--- config.mk ---
export PLATFORM = sky130hd
export DESIGN_NAME = fact_ctrl
export DESIGN_NICKNAME = d
export VERILOG_FILES = /design/src/rtl/fact_ctrl.sv
export SDC_FILE = /design/constraint.sdc
export NUM_CORES = 1
export LEC_CHECK = 0
export BUFFER_PORTS_ARGS = -buffer_cell sky130_fd_sc_hd__clkbuf_2
export CELL_PAD_IN_SITES_DETAIL_PLACEMENT = 0
export CELL_PAD_IN_SITES_GLOBAL_PLACEMENT = 1
export CORE_MARGIN = 5
export CORE_UTILIZATION = 25
export DETAILED_ROUTE_END_ITERATION = 12
export GPL_TIMING_DRIVEN = 0
export PLACE_DENSITY_LB_ADDON = 0.1
export SETUP_SLACK_MARGIN = 0.02
export SYNTH_ARGS = -nofsm -noshare
export SYNTH_HDL_FRONTEND = slang
export SYNTH_SLANG_ARGS = --single-unit
--- constraint.sdc ---
create_clock -name clk -period 9.5 [get_ports clk]
set_input_delay 0.475 -clock clk [delete_from_list [all_inputs] [get_ports clk]]
set_output_delay 0.475 -clock clk [all_outputs]
set_load 0.005 [all_outputs]
--- src/rtl/fact_ctrl.sv ---
// fact_ctrl -- recursive-factorial controller driving an external LIFO stack.
//
// On start it pushes n, n-1, ..., 2 onto the attached stack, then pops each
// value back and multiplies it into a 32-bit accumulator. The product
// (n! mod 2^32) is reported with a one-cycle done pulse. An operand too large
// for the stack depth is rejected up front with overflow set, before any
// stack command is issued.
//
// Parameters:
//   DEPTH       usable entries in the attached stack; largest accepted n is DEPTH+1
// Ports:
//   clk         clock, rising edge
//   rst_n       synchronous active-low reset
//   start       run request, sampled only in IDLE
//   n           4-bit operand, sampled with start
//   busy        high in every state except IDLE
//   done        one-cycle completion pulse
//   overflow    valid with done: operand exceeded DEPTH+1
//   result      n! mod 2^32, held until the next accepted start
//   stack_rw    stack command: 0 = push, 1 = pop, 2 = idle
//   stack_push  data written to the stack on a push
//   stack_pop   stack read data, valid the cycle after a pop command
module fact_ctrl #(
  parameter int DEPTH = 3
) (
  input  logic        clk,
  input  logic        rst_n,
  input  logic        start,
  input  logic [3:0]  n,
  output logic        busy,
  output logic        done,
  output logic        overflow,
  output logic [31:0] result,
  output logic [1:0]  stack_rw,
  output logic [31:0] stack_push,
  input  logic [31:0] stack_pop
);

  localparam int DW   = (DEPTH < 2) ? 1 : $clog2(DEPTH + 1);
  localparam int NMAX = DEPTH + 1;

  localparam logic [1:0] RW_PUSH = 2'd0;
  localparam logic [1:0] RW_POP  = 2'd1;
  localparam logic [1:0] RW_IDLE = 2'd2;

  typedef enum logic [2:0] {
    S_DRAIN,
    S_IDLE,
    S_PUSH,
    S_POP,
    S_MUL,
    S_DONE
  } state_t;

  state_t         state_reg, state_next;
  logic [DW-1:0]  drain_cnt_reg, drain_cnt_next;
  logic [3:0]     cnt_reg, cnt_next;
  logic [3:0]     pend_reg, pend_next;
  logic [31:0]    acc_reg, acc_next;
  logic [31:0]    result_reg, result_next;
  logic           overflow_reg, overflow_next;
  logic [31:0]    product;
  logic           too_big;

  // Truncating multiply: only the low 32 bits of the product are kept.
  assign product = acc_reg * stack_pop;
  assign too_big = (int'(n) > NMAX);

  always_ff @(posedge clk) begin
    if (!rst_n) begin
      state_reg     <= S_DRAIN;
      drain_cnt_reg <= DW'(DEPTH);
      cnt_reg       <= '0;
      pend_reg      <= '0;
      acc_reg       <= '0;
      result_reg    <= '0;
      overflow_reg  <= 1'b0;
    end else begin
      state_reg     <= state_next;
      drain_cnt_reg <= drain_cnt_next;
      cnt_reg       <= cnt_next;
      pend_reg      <= pend_next;
      acc_reg       <= acc_next;
      result_reg    <= result_next;
      overflow_reg  <= overflow_next;
    end
  end

  always_comb begin
    state_next     = state_reg;
    drain_cnt_next = drain_cnt_reg;
    cnt_next       = cnt_reg;
    pend_next      = pend_reg;
    acc_next       = acc_reg;
    result_next    = result_reg;
    overflow_next  = overflow_reg;
    stack_rw       = RW_IDLE;
    stack_push     = '0;

    case (state_reg)
      // The stack itself has no reset, so after every reset we blindly pop
      // DEPTH times to discard whatever an interrupted run left behind.
      S_DRAIN: begin
        stack_rw       = RW_POP;
        drain_cnt_next = drain_cnt_reg - 1'b1;
        if (drain_cnt_reg <= DW'(1)) begin
          state_next = S_IDLE;
        end
      end

      S_IDLE: begin
        if (start) begin
          if (too_big) begin
            overflow_next = 1'b1;
            result_next   = '0;
            state_next    = S_DONE;
          end else if (n <= 4'd1) begin
            overflow_next = 1'b0;
            result_next   = 32'd1;
            state_next    = S_DONE;
          end else begin
            overflow_next = 1'b0;
            acc_next      = 32'd1;
            cnt_next      = n;
            pend_next     = n - 4'd1;
            state_next    = S_PUSH;
          end
        end
      end

      // Factor 1 is never pushed, so n-1 values go onto the stack.
      S_PUSH: begin
        stack_rw   = RW_PUSH;
        stack_push = {28'd0, cnt_reg};
        cnt_next   = cnt_reg - 4'd1;
        if (cnt_reg == 4'd2) begin
          state_next = S_POP;
        end
      end

      S_POP: begin
        stack_rw   = RW_POP;
        state_next = S_MUL;
      end

      // stack_pop carries the value requested in the preceding POP cycle.
      S_MUL: begin
        acc_next  = product;
        pend_next = pend_reg - 4'd1;
        if (pend_reg == 4'd1) begin
          result_next = product;
          state_next  = S_DONE;
        end else begin
          state_next = S_POP;
        end
      end

      S_DONE: begin
        state_next = S_IDLE;
      end

      default: begin
        state_next = S_DRAIN;
      end
    endcase
  end

  assign busy     = (state_reg != S_IDLE);
  assign done     = (state_reg == S_DONE);
  assign overflow = overflow_reg;
  assign result   = result_reg;

endmodule

* Word level (Yosys, flattened, before mapping)
Index checks and enable logic that the tools add are counted.
Widths: inputs -> output; s select.
** Operators by class
- $add $sub $neg :: 4
- Multiply operators :: 1
- Magnitude comparators :: 3
- Equality and inequality tests :: 15
- Multiplexer cells :: 27
- Reductions and logical operators :: 9
** Operator list (count)
- $mux 32 :: 7
- $pmux 32 s2 :: 2
- $mul 32x32->32 :: 1
- $mux 4 :: 7
- $mux 3 :: 6
- $pmux 3 s6 :: 1
- $pmux 4 s2 :: 2
- $ne 2x2->1 const B :: 6
- $reduce_and 4->1 :: 3
- $sub 4x1->4 const B :: 3
- $eq 3x2->1 const B :: 2
- $eq 3x3->1 const B :: 2
- $eq 4x1->1 const B :: 1
- $eq 4x2->1 const B :: 1
- $gt 4x3->1 const B :: 1
- $le 4x1->1 const B :: 1
- $pmux 2 s2 :: 1
- $reduce_bool 2->1 :: 2
- $eq 3x1->1 const B :: 1
- $logic_not 3->1 :: 1
- $ne 3x1->1 const B :: 1
- $ne 3x3->1 const B :: 1
- $reduce_and 3->1 :: 1
- $le 2x1->1 const B :: 1
- 4 further kinds :: 4
** Storage, ports and cells
- Register bits after elaboration :: 78
- Input port bits :: 39
- Output and inout port bits :: 69
- Word-level logic and storage cells :: 66

* Depth between registers and ports, before layout
Gate-level depths: netlist (run 1).
- Depth in word-level cells :: 5
- Gate-level depth with buffers :: 27
- Depth with buffers taken out :: 25

* Worst setup path before layout (run 1)
No wires, ideal clock.
- Path kind :: input-to-reg
- Start point :: input port stack_pop[2]
- End point :: register result_reg[31], in the netlist result[31]
- Library setup time :: 0.117 ns
- Data arrival time :: 6.708 ns
- Data required time :: 9.383 ns
- Setup slack :: 2.674 ns
- Stages on the path :: 22
- Buffers on the path :: 2
- Cells stage by stage :: clkbuf_1 clkbuf_1 and2_1 fa_1 inv_1 fa_1 fa_1 fa_1 inv_1 fa_1 fa_1 fa_1 fa_1 ha_1 a2111oi_0 o21ai_0 nand4_1 and3_1 a21oi_1 a31oi_1 xnor2_1 a32o_1
** On the way
- Longest elaborated chain between the ends :: 3
** RTL lines
- from (decl) :: line 36 : input logic [31:0] stack_pop
- $mul 32x32->32 :: line 66 : assign product = acc_reg * stack_pop;
- $mux 32 :: line 150 : if (pend_reg == 4'd1) begin
- $pmux 32 s2 :: line 100 : case (state_reg)
- to (signal assigned) :: line 84 : result_reg <= result_next;
- to (decl) :: line 60 : logic [31:0] result_reg, result_next;
Every way passes these cells. The select of a mux whose other input is x is not followed.
A chain may end at the register's enable or synchronous reset.

* Worst setup path after layout (run 1)
- Start point :: register acc_reg[5]
- End point :: register acc_reg[31]
** On the way
- Longest elaborated chain between the ends :: 2
** RTL lines
- from (decl) :: line 59 : logic [31:0] acc_reg, acc_next;
- from (signal assigned) :: line 83 : acc_reg <= acc_next;
- $mul 32x32->32 :: line 66
- $pmux 32 s2 :: line 100
Every way passes these cells.

==> results of run 1 <==
## power groups by stage
| stage | Sequential, W | Clock [W] | Combinational, W |
|---|---|---|---|
| 6_report | 0.000369 | 0.000354 | 0.000890 |
| 5_1_grt | 0.000372 | 0.000377 | 0.000979 |
| 4_1_cts | 0.000369 | 0.000367 | 0.000903 |
| 3_5_place_dp | 0.000376 | 0 | 0.000891 |
| 3_3_place_gp | 0.000375 | 0 | 0.000895 |
| 2_1_floorplan | 0.000368 | 0 | 0.000509 |
## area by class of cell
type / instances / area [um^2] / share of cell area (%)
diodes: 4 / 10.0 / 0.0475
plain buffers: 143 / 658 / 3.13
clock buffers: 10 / 229 / 1.09
clock inverters: 6 / 70.1 / 0.333
inverters: 391 / 1470 / 6.97
multi-input cells: 1540 / 15400 / 73.3
flip-flops and latches: 78 / 1560 / 7.42
well taps: 978 / 1220 / 5.81
repair buffers: 77 / 395 / 1.88
## worst min-delay path, stage by stage (launching register included)
cell,delay (ns)
dfxtp_1,0.31
nand2_1,0.05
a21oi_1,0.05
## routing by layer
layer  share of wire (%)  routed length (um)
met1                  47               37300
met2                  47               37100
met3                 3.5                2750
met4                 2.0                1620
met5                   0                   0
## layout by cell type (no fill, tap or decap), drive strengths merged, types with 5 or more instances in the layout
cell,Yosys,final
a21o,9,9
a21oi,66,66
a22oi,11,11
a31oi,7,7
a32o,9,9
and2,315,315
buf,44,45
clkbuf,99,185
conb,1,28
dfxtp,78,78
fa,408,408
ha,130,130
inv,391,392
nand2,284,284
nand3,21,21
nand3b,5,5
nor2,58,58
nor3,11,11
o211ai,5,5
o21a,8,8
o21ai,25,25
o21bai,6,6
or3,6,6
xnor2,64,64
xor2,21,21
## through the flow
step / instance area [um^2] / setup slack, ns / hold slack (ns) / utilization [%] / cells
after floorplan: 19100 / 2.67 / 0.448 / - / 2152
after global placement: 20700 / 0.472 / 0.449 / 27.4 / 3206
after detailed placement: 20700 / 0.450 / 0.451 / 27.4 / 3207
after CTS: 21000 / 0.384 / 0.447 / 27.8 / 3223
after global routing: 21000 / 0.0744 / 0.478 / 27.8 / 3223
final: 21100 / 0.359 / 0.457 / 27.8 / 3227
## cells by family (layout without fill, tap and decap cells)
kind of cell    count (synthesis)  after routing  synth area share [%]
xor+xnor                       86             86                  4.03
other cells                     1             32                0.0197
flops                          78             78                  8.21
buf+inv                       534            627                  11.2
fa+ha+maj                     538            538                  51.5
compound gates                172            172                  6.10
simple gates                  716            716                  19.0
## worst max-delay path by stage
stage	from	endpoint	slack, ns	depth (start not counted)
after floorplan	stack_pop[2]	result[31]$_SDFFE_PN0P_	2.67	22
after global placement	acc_reg[5]$_SDFFE_PN0P_	acc_reg[31]$_SDFFE_PN0P_	0.47	24
after detailed placement	acc_reg[5]$_SDFFE_PN0P_	acc_reg[31]$_SDFFE_PN0P_	0.45	24
after CTS	acc_reg[5]$_SDFFE_PN0P_	acc_reg[31]$_SDFFE_PN0P_	0.38	24
after global routing	acc_reg[5]$_SDFFE_PN0P_	acc_reg[31]$_SDFFE_PN0P_	0.07	24
final	acc_reg[5]$_SDFFE_PN0P_	acc_reg[31]$_SDFFE_PN0P_	0.36	24
==> reports/qor.csv, run 1 <==
metric,value,unit
status,"finished, violations left",
failing checks,max-capacitance violations,
Synth Instances,2125,
CTS root buffer,clkbuf_16,
Worst Skew,0.0133,ns
post-synth top area share,42.9,%
Finish-stage setup viols,0,
DR WL/cell,24.4,um
Max H-tree Level,3,
routing usage on met2,33.2,%
Commonest cells post-synth,"408 x fa_1, 390 x inv_1, 315 x and2_1",
DRT iter0 DRCs,750,
worst skew pair latency,0.35,ns
CP Cell Sequence,"clkbuf_1, clkbuf_1, nand2_1, fa_1, inv_1, fa_1, inv_1, fa_1, fa_1, fa_1, inv_1, fa_1, fa_1, fa_1, ha_1, nand3_1, nor3_1, o2111a_1, o31ai_1, a21oi_1, a31oi_1, xnor2_1, a22oi_1, nor2_1",
total CTS buffers,9,
crit path capture type,flip-flop,
met1 Use GR,28.1,%
Sw Ratio,47.9,%
worst hold path cell count,2,
Longest Clk Path Bufs,2,
most frequent CP cell,fa_1,
Clock Pin Slew Worst Setup and Hold Paths,0.07,ns
DP Wirelength,65200,um
largest net degree at the start of global routing,15,
vias in the first global route,16100,
first-pass GRT wire length,117000,um
met3 GRT Util,1.52,%
critical setup path kind,reg -> reg,
number of max-cap violations,1,
Comb pwr share,55.2,%
Worst path max stage delay,1.16,ns
Final period util,96.2,%
1st-pass router iterations,5,
Via density,4.43,
"Seq/Total Area, Yosys",8.21,%
sequential power share,22.9,%
Post-CTS Hold Fix Bufs,0,
num rows,101,
Total GRT Usage,19.6,%
dominant synthesized flop cell,dfxtp_1,
worst-path cell with the longest stage delay,clkbuf_1,
number of max-slew violations in the final report,0,
Yosys top cell by area,fa_1,
fin crit period,9.14,ns
"FF+latch count, synth",78,
synth-to-layout area growth,10.7,%
Worst Path Buf+Inv,5,
CORE AREA,75700,um^2
die width,286,um
fillers,8151,
CTS tree,built,
FMAX,109,MHz
share of cells above drive strength 1,6.64,%
Die Y,286,um
gpl congestion,0.855,
Critical Path Fanout Max,10,
r2r worst-path depth,24,
VDD IR max,100,uV
number of flops mapped to enable cells by yosys,0,
relative slew slack,0.831,%
Final Total Pwr,0.00161,W
"Most Used Layer, Global Route",met2,
RR Endpoint,acc_reg[31]$_SDFFE_PN0P_,
Worst Path Arrival,9.42,ns
top-count cell post-synth,fa_1,
# resized after CTS,0,
worst-margin pin slew,1.49,ns
CP top delay family,adder cells,
Post-CTS Setup Inserts,0,
warnings from Yosys,0,
DRC,0,
min-delay src,result[15]$_SDFFE_PN0P_,
Die ar.,81700,um^2
internal power,0.000841,W
"Hold Vio Cnt, Final",0,
R2R Setup Slk,0.36,ns
ANT nets after route,0,
initial cell density of the core,25.1,%
CP Launch Type,flip-flop,
P_leak,10.0,nW
Hold Path Class,reg -> reg,
GRT overflow,0,
NetSw,0.000772,W
Reg-to-Reg Start,acc_reg[5]$_SDFFE_PN0P_,
worst hold path endpoint,result[15]$_SDFFE_PN0P_,
"Async S/R FF share, synth",0,%
"top cells by area, synth","fa_1 43%, and2_1 10%, ha_1 8.5%",
syn avg cell area,8.95,um^2
PD cells,76.6,nW/um^2
nets,2817,
total wire length,78800,um
Post-Syn Area,19000,um^2
Boundary Pins,108,
synth unique cells,61,
clock share of power,22.0,%
routed via count,14300,
final setup TNS,0,ns
initial antenna violation count,8,
RSZ-0062 raised after global routing,no,
CTS Sinks,78,
Buffers on Ports,76,
Critical Path RT,9.78,ns
No activity file was read; power rests on OpenSTA's default activity.
==> inputs of run 2 (changes only) <==
--- a/config.mk
+++ b/config.mk
@@ -5,6 +5,7 @@
 export SDC_FILE = /design/constraint.sdc
 export NUM_CORES = 1
 export LEC_CHECK = 0
+export ABC_AREA = 1
 export BUFFER_PORTS_ARGS = -buffer_cell sky130_fd_sc_hd__clkbuf_2
 export CELL_PAD_IN_SITES_DETAIL_PLACEMENT = 0
 export CELL_PAD_IN_SITES_GLOBAL_PLACEMENT = 1
@@ -14,6 +15,7 @@
 export GPL_TIMING_DRIVEN = 0
 export PLACE_DENSITY_LB_ADDON = 0.1
 export SETUP_SLACK_MARGIN = 0.02
+export SLEW_MARGIN = 20
 export SYNTH_ARGS = -nofsm -noshare
 export SYNTH_HDL_FRONTEND = slang
 export SYNTH_SLANG_ARGS = --single-unit
==> run 2 against run 1 <==
The run now ends clean; worst setup slack better by 0.83 ns; clock skew is 0.0018 ns lower; flip-flop and latch count stayed put; core utilization is 0.078 points lower; cell area is 5.6% higher; routed wire length is 6.0% higher; first-iteration DRC count is 15% higher; critical path type unchanged.
==> reports/qor.csv, run 2 <==
metric,value,unit
status,completed,
share of cells above drive strength 1,6.80,%
Critical Path Fanout Max,10,
"Seq/Total Area, Yosys",7.76,%
"top cells by area, synth","fa_1 41%, inv_1 15%, nand2_1 14%",
Layout Utilization,27.7,%
# resized after CTS,0,
CTS tree,built,
worst-margin pin slew,1.20,ns
P_leak,13.2,nW
total CTS buffers,9,
fin crit period,8.31,ns
Post-CTS Hold Fix Bufs,0,
Clock Pin Slew Worst Setup and Hold Paths,0.08,ns
Fin Hold WS,0.431,ns
1st-pass router iterations,5,
Die ar.,86300,um^2
Final period util,87.5,%
num rows,104,
synth unique cells,44,
relative slew slack,20.1,%
multi-input logic area,14900,um^2
pre-CTS setup slack,1.03,ns
fillers,8943,
largest net degree at the start of global routing,18,
top-count cell post-synth,inv_1,
"Async S/R FF share, synth",0,%
Total GRT Usage,19.6,%
CTS root buffer,clkbuf_16,
Longest Clk Path Bufs,2,
ANT nets after route,0,
synth-to-layout area growth,10.5,%
PD cells,82.3,nW/um^2
critical setup path kind,reg -> reg,
Post-CTS Setup Inserts,0,
post-synth top area share,40.6,%
routed via count,16700,
final setup TNS,0,ns
CP Launch Type,flip-flop,
Final Total Pwr,0.00183,W
Boundary Pins,108,
syn avg cell area,7.38,um^2
most frequent cells in the layout,"786 x inv_1, 756 x nand2_1, 408 x fa_1",
gpl congestion,0.857,
final setup margin,1.19,ns
worst skew pair latency,0.36,ns
Post-Syn Area,20100,um^2
Synth Instances,2728,
Via density,4.29,
number of max-cap violations,0,
Commonest cells post-synth,"786 x inv_1, 756 x nand2_1, 408 x fa_1",
initial cell density of the core,25.1,%
CORE AREA,80200,um^2
Worst Skew,0.0115,ns
Buffers on Ports,68,
die width,294,um
FMAX,120,MHz
crit path capture type,flip-flop,
"Hold Vio Cnt, Final",0,
DP Wirelength,70000,um
Yosys top cell by area,fa_1,
initial antenna violation count,1,
number of max-slew violations in the final report,0,
dominant synthesized flop cell,dfxtp_1,
DR WL/cell,21.4,um
Hold Path Class,in -> reg,
Max H-tree Level,3,
"FF+latch count, synth",78,
nets,3412,
"most common cell after layout, fill and taps aside",inv_1,
Finish-stage setup viols,0,
total wire length,83500,um
RSZ-0062 raised after global routing,no,
GRT overflow,0,
warnings from Yosys,0,
ant diodes,0,
Worst Path Arrival,8.52,ns
number of flops mapped to enable cells by yosys,0,
DRT iter0 DRCs,861,
register area,1560,um^2
vias in the first global route,17800,
first-pass GRT wire length,124000,um
Die Y,294,um
DRC,0,
CTS Sinks,78,
VDD IR max,90.2,uV
Critical Path RT,9.71,ns
==> run 2: stage by stage <==
step | instances | instance area (um^2)
global route | 3900 | 22200
detailed placement | 3884 | 21900
global placement | 3883 | 21900
finish | 3900 | 22200
CTS | 3900 | 22200
floorplan | 2755 | 20200
==> run 2: power breakdown <==
| group | switching, W | internal (W) |
|---|---|---|
| logic | 0.000705 | 0.000344 |
| clock network | 0.000171 | 0.000187 |
| registers | 0.0000354 | 0.000388 |
| total | 0.000911 | 0.000919 |
==> run 2: layout make-up <==
| type | instances | area share, % |
|---|---|---|
| plain buffers | 156 | 3.56 |
| clock buffers | 9 | 1.01 |
| clock inverters | 7 | 0.332 |
| inverters | 795 | 13.4 |
| multi-input cells | 1726 | 67.1 |
| flip-flops and latches | 78 | 7.02 |
| well taps | 1060 | 5.96 |
| repair buffers | 69 | 1.62 |
==> run 2: cells by family (layout without fill, tap and decap cells) <==
logic type	Yosys count	in the layout	share of synthesized area [%]
and+or+nand+nor	910	910	18.0
adders and majority gates	538	538	48.7
AOI/OAI and AO/OA	237	237	6.32
DFF	78	78	7.76
buffers and inverters	951	1036	18.6
other	1	28	0.0186
xor gates and xnor gates	13	13	0.566
==> run 2: worst max-delay path: stages (launching register included) <==
cell and delay [ns]:
dfxtp_1 0.44, clkbuf_1 0.58, clkbuf_1 0.68, nand2_1 0.16, fa_1 0.56, fa_1 0.54
fa_1 0.55, inv_1 0.06, fa_1 0.42, fa_1 0.47, fa_1 0.52, fa_1 0.67
fa_1 0.50, ha_1 0.39, a21oi_1 0.24, o21ai_0 0.18, a211oi_1 0.29, o211ai_1 0.23
o21ai_0 0.51, a21oi_1 0.14
==> run 2: worst paths after layout <==
check	end	startpoint	slack [ns]	depth (start not counted)
worst min register to register	result[4]$_SDFFE_PN0P_	result[4]$_SDFFE_PN0P_	0.47	2
worst max register to register	result[28]$_SDFFE_PN0P_	acc_reg[13]$_SDFFE_PN0P_	1.19	19
worst max-delay path	result[28]$_SDFFE_PN0P_	acc_reg[13]$_SDFFE_PN0P_	1.19	19
worst min-delay path	state_reg[0]$_SDFFE_PN0P_	start	0.43	4
==> run 2: metal layers <==
layer	vias up	wire, um	track usage (%)	share of wire [%]
met2	367	40100	33.8	48
met1	8370	38600	27.5	46
li1	7953	-	-	-
met3	37	2960	1.15	3.5
met4	0	1820	4.10	2.2
met5	-	0	0	0
==> inputs of run 3 (changes only) <==
==> constraint.sdc (replaced) <==
create_clock -name clk -period 7.91 [get_ports clk]
set_input_delay 0.3955 -clock clk [delete_from_list [all_inputs] [get_ports clk]]
set_output_delay 0.3955 -clock clk [all_outputs]
set_load 0.005 [all_outputs]
==> run 3 against run 2 <==
Hold slack worse by 0.079 ns; core utilization about the same; first-iteration DRC count down 2.9%; sequential power up 20%; power up 20%; sequential share of layout area about the same; cell area up 0.15%; routed wire length down 0.14%; register-to-register slack worse by 0.87 ns; via count down 0.52%; flip-flop and latch count unchanged; critical path type is now in -> reg; critical endpoint is now result[29]$_SDFFE_PN0P_.
==> reports/qor.csv, run 3 (synthesis gave the netlist of run 2 again) <==
metric,value,unit
GRT overflow,0,
final setup TNS,0,ns
Total GRT Usage,19.6,%
share of cells above drive strength 1,7.43,%
gpl congestion,0.857,
DRC,0,
CP Launch Type,input pin,
PD cells,98.7,nW/um^2
Buffers on Ports,68,
clock share of power,19.5,%
ant diodes,0,
Final period util,96.1,%
RSZ-0062 raised after global routing,no,
dpl cells,3884,
Fin Hold WS,0.352,ns
die width,294,um
crit path capture type,flip-flop,
Clock Pin Slew Worst Setup and Hold Paths,0.07,ns
worst skew pair latency,0.36,ns
Worst Path Arrival,7.82,ns
fillers,8939,
Boundary Pins,108,
Die ar.,86300,um^2
Post-CTS Setup Inserts,0,
initial cell density of the core,25.1,%
R2R Setup Slk,0.32,ns
total wire length,83400,um
Longest Clk Path Bufs,2,
CORE AREA,80200,um^2
Finish-stage setup viols,0,
final setup margin,0.312,ns
routed via count,16600,
number of max-cap violations,0,
vias in the first global route,17800,
FMAX,132,MHz
relative slew slack,28.6,%
VDD IR max,108,uV
Hold Path Class,in -> reg,
CTS Sinks,78,
Critical Path Fanout Max,10,
pre-CTS setup slack,-0.478,ns
1st-pass router iterations,5,
Sw Ratio,49.8,%
Comb pwr share,57.4,%
Via density,4.27,
Max H-tree Level,3,
P_leak,13.3,nW
number of max-slew violations in the final report,0,
DP Wirelength,70000,um
Die Y,294,um
synth-to-layout area growth,10.6,%
initial antenna violation count,0,
"most common cell after layout, fill and taps aside",inv_1,
Worst Skew,0.0121,ns
DRT iter0 DRCs,836,
num rows,104,
first-pass GRT wire length,124000,um
Critical Path RT,8.14,ns
total CTS buffers,9,
NetSw,0.00109,W
largest net degree at the start of global routing,18,
nets,3410,
"Hold Vio Cnt, Final",0,
internal power,0.00110,W
worst-margin pin slew,1.07,ns
DR WL/cell,21.4,um
placed inst area,21900,um^2
CTS tree,built,
most frequent cells in the layout,"786 x inv_1, 756 x nand2_1, 408 x fa_1",
critical setup path kind,in -> reg,
ANT nets after route,0,
sequential power share,23.2,%
fin crit period,7.60,ns
Finished Layout Cells,3898,
CTS root buffer,clkbuf_16,
status,completed,
"Design Area, Final",22300,um^2
## run 3: metrics by stage
step	utilization (%)	total power, W
after floorplan	-	0.00122
after global placement	27.3	0.00180
after detailed placement	27.4	0.00179
after CTS	27.8	0.00224
after global routing	27.8	0.00239
final	27.8	0.00220
## run 3: final timing paths
kind,from,to,cells past startpoint
max,stack_pop[12],result[29]$_SDFFE_PN0P_,21
min,start,state_reg[0]$_SDFFE_PN0P_,4
max reg2reg,acc_reg[19]$_SDFFE_PN0P_,result[29]$_SDFFE_PN0P_,22
min reg2reg,result[4]$_SDFFE_PN0P_,result[4]$_SDFFE_PN0P_,2
## run 3: worst max-delay path, cell delays in order
cell	delay, ns
clkbuf_2	0.16
clkbuf_1	0.63
buf_2	0.45
nand2_1	0.13
fa_1	0.53
inv_1	0.05
fa_1	0.51
fa_1	0.54
fa_1	0.52
inv_1	0.05
fa_1	0.52
inv_1	0.04
fa_1	0.48
fa_1	0.63
fa_1	0.49
ha_1	0.38
a21o_1	0.23
nor3_1	0.32
o211ai_1	0.24
o21ai_0	0.37
a21oi_1	0.11
## run 3: power groups by stage
stage / sequential (W) / combinational (W) / clock [W]
final: 0.000509 / 0.00126 / 0.000428
after global routing: 0.000521 / 0.00140 / 0.000462
after CTS: 0.000510 / 0.00129 / 0.000447
after detailed placement: 0.000518 / 0.00127 / 0
after global placement: 0.000518 / 0.00128 / 0
after floorplan: 0.000513 / 0.000711 / 0
## run 3: repair_timing
item,4_1_cts,5_1_grt
hold endpoints to repair,0,0
endpoints found under the setup margin,16,22
hold buffers,0,0
gates resized for setup,12,37
## run 3: cell type report
class	instances	area (um^2)	share of cell area [%]
Buffer	154	826	3.71
Clock inverter	7	73.8	0.331
Tap cell	1060	1330	5.96
Clock buffer	9	225	1.01
Timing Repair Buffer	69	360	1.62
Multi-Input combinational cell	1726	14900	67.0
Sequential cell	78	1560	7.01
Inverter	795	2980	13.4
## run 3: metal layers
layer / GRT usage, % / share of wire, % / vias up
met5: 0 / 0 / -
met4: 3.86 / 2.2 / 0
met3: 1.17 / 2.9 / 37
met2: 33.8 / 48 / 303
met1: 27.5 / 47 / 8347
li1: - / - / 7953
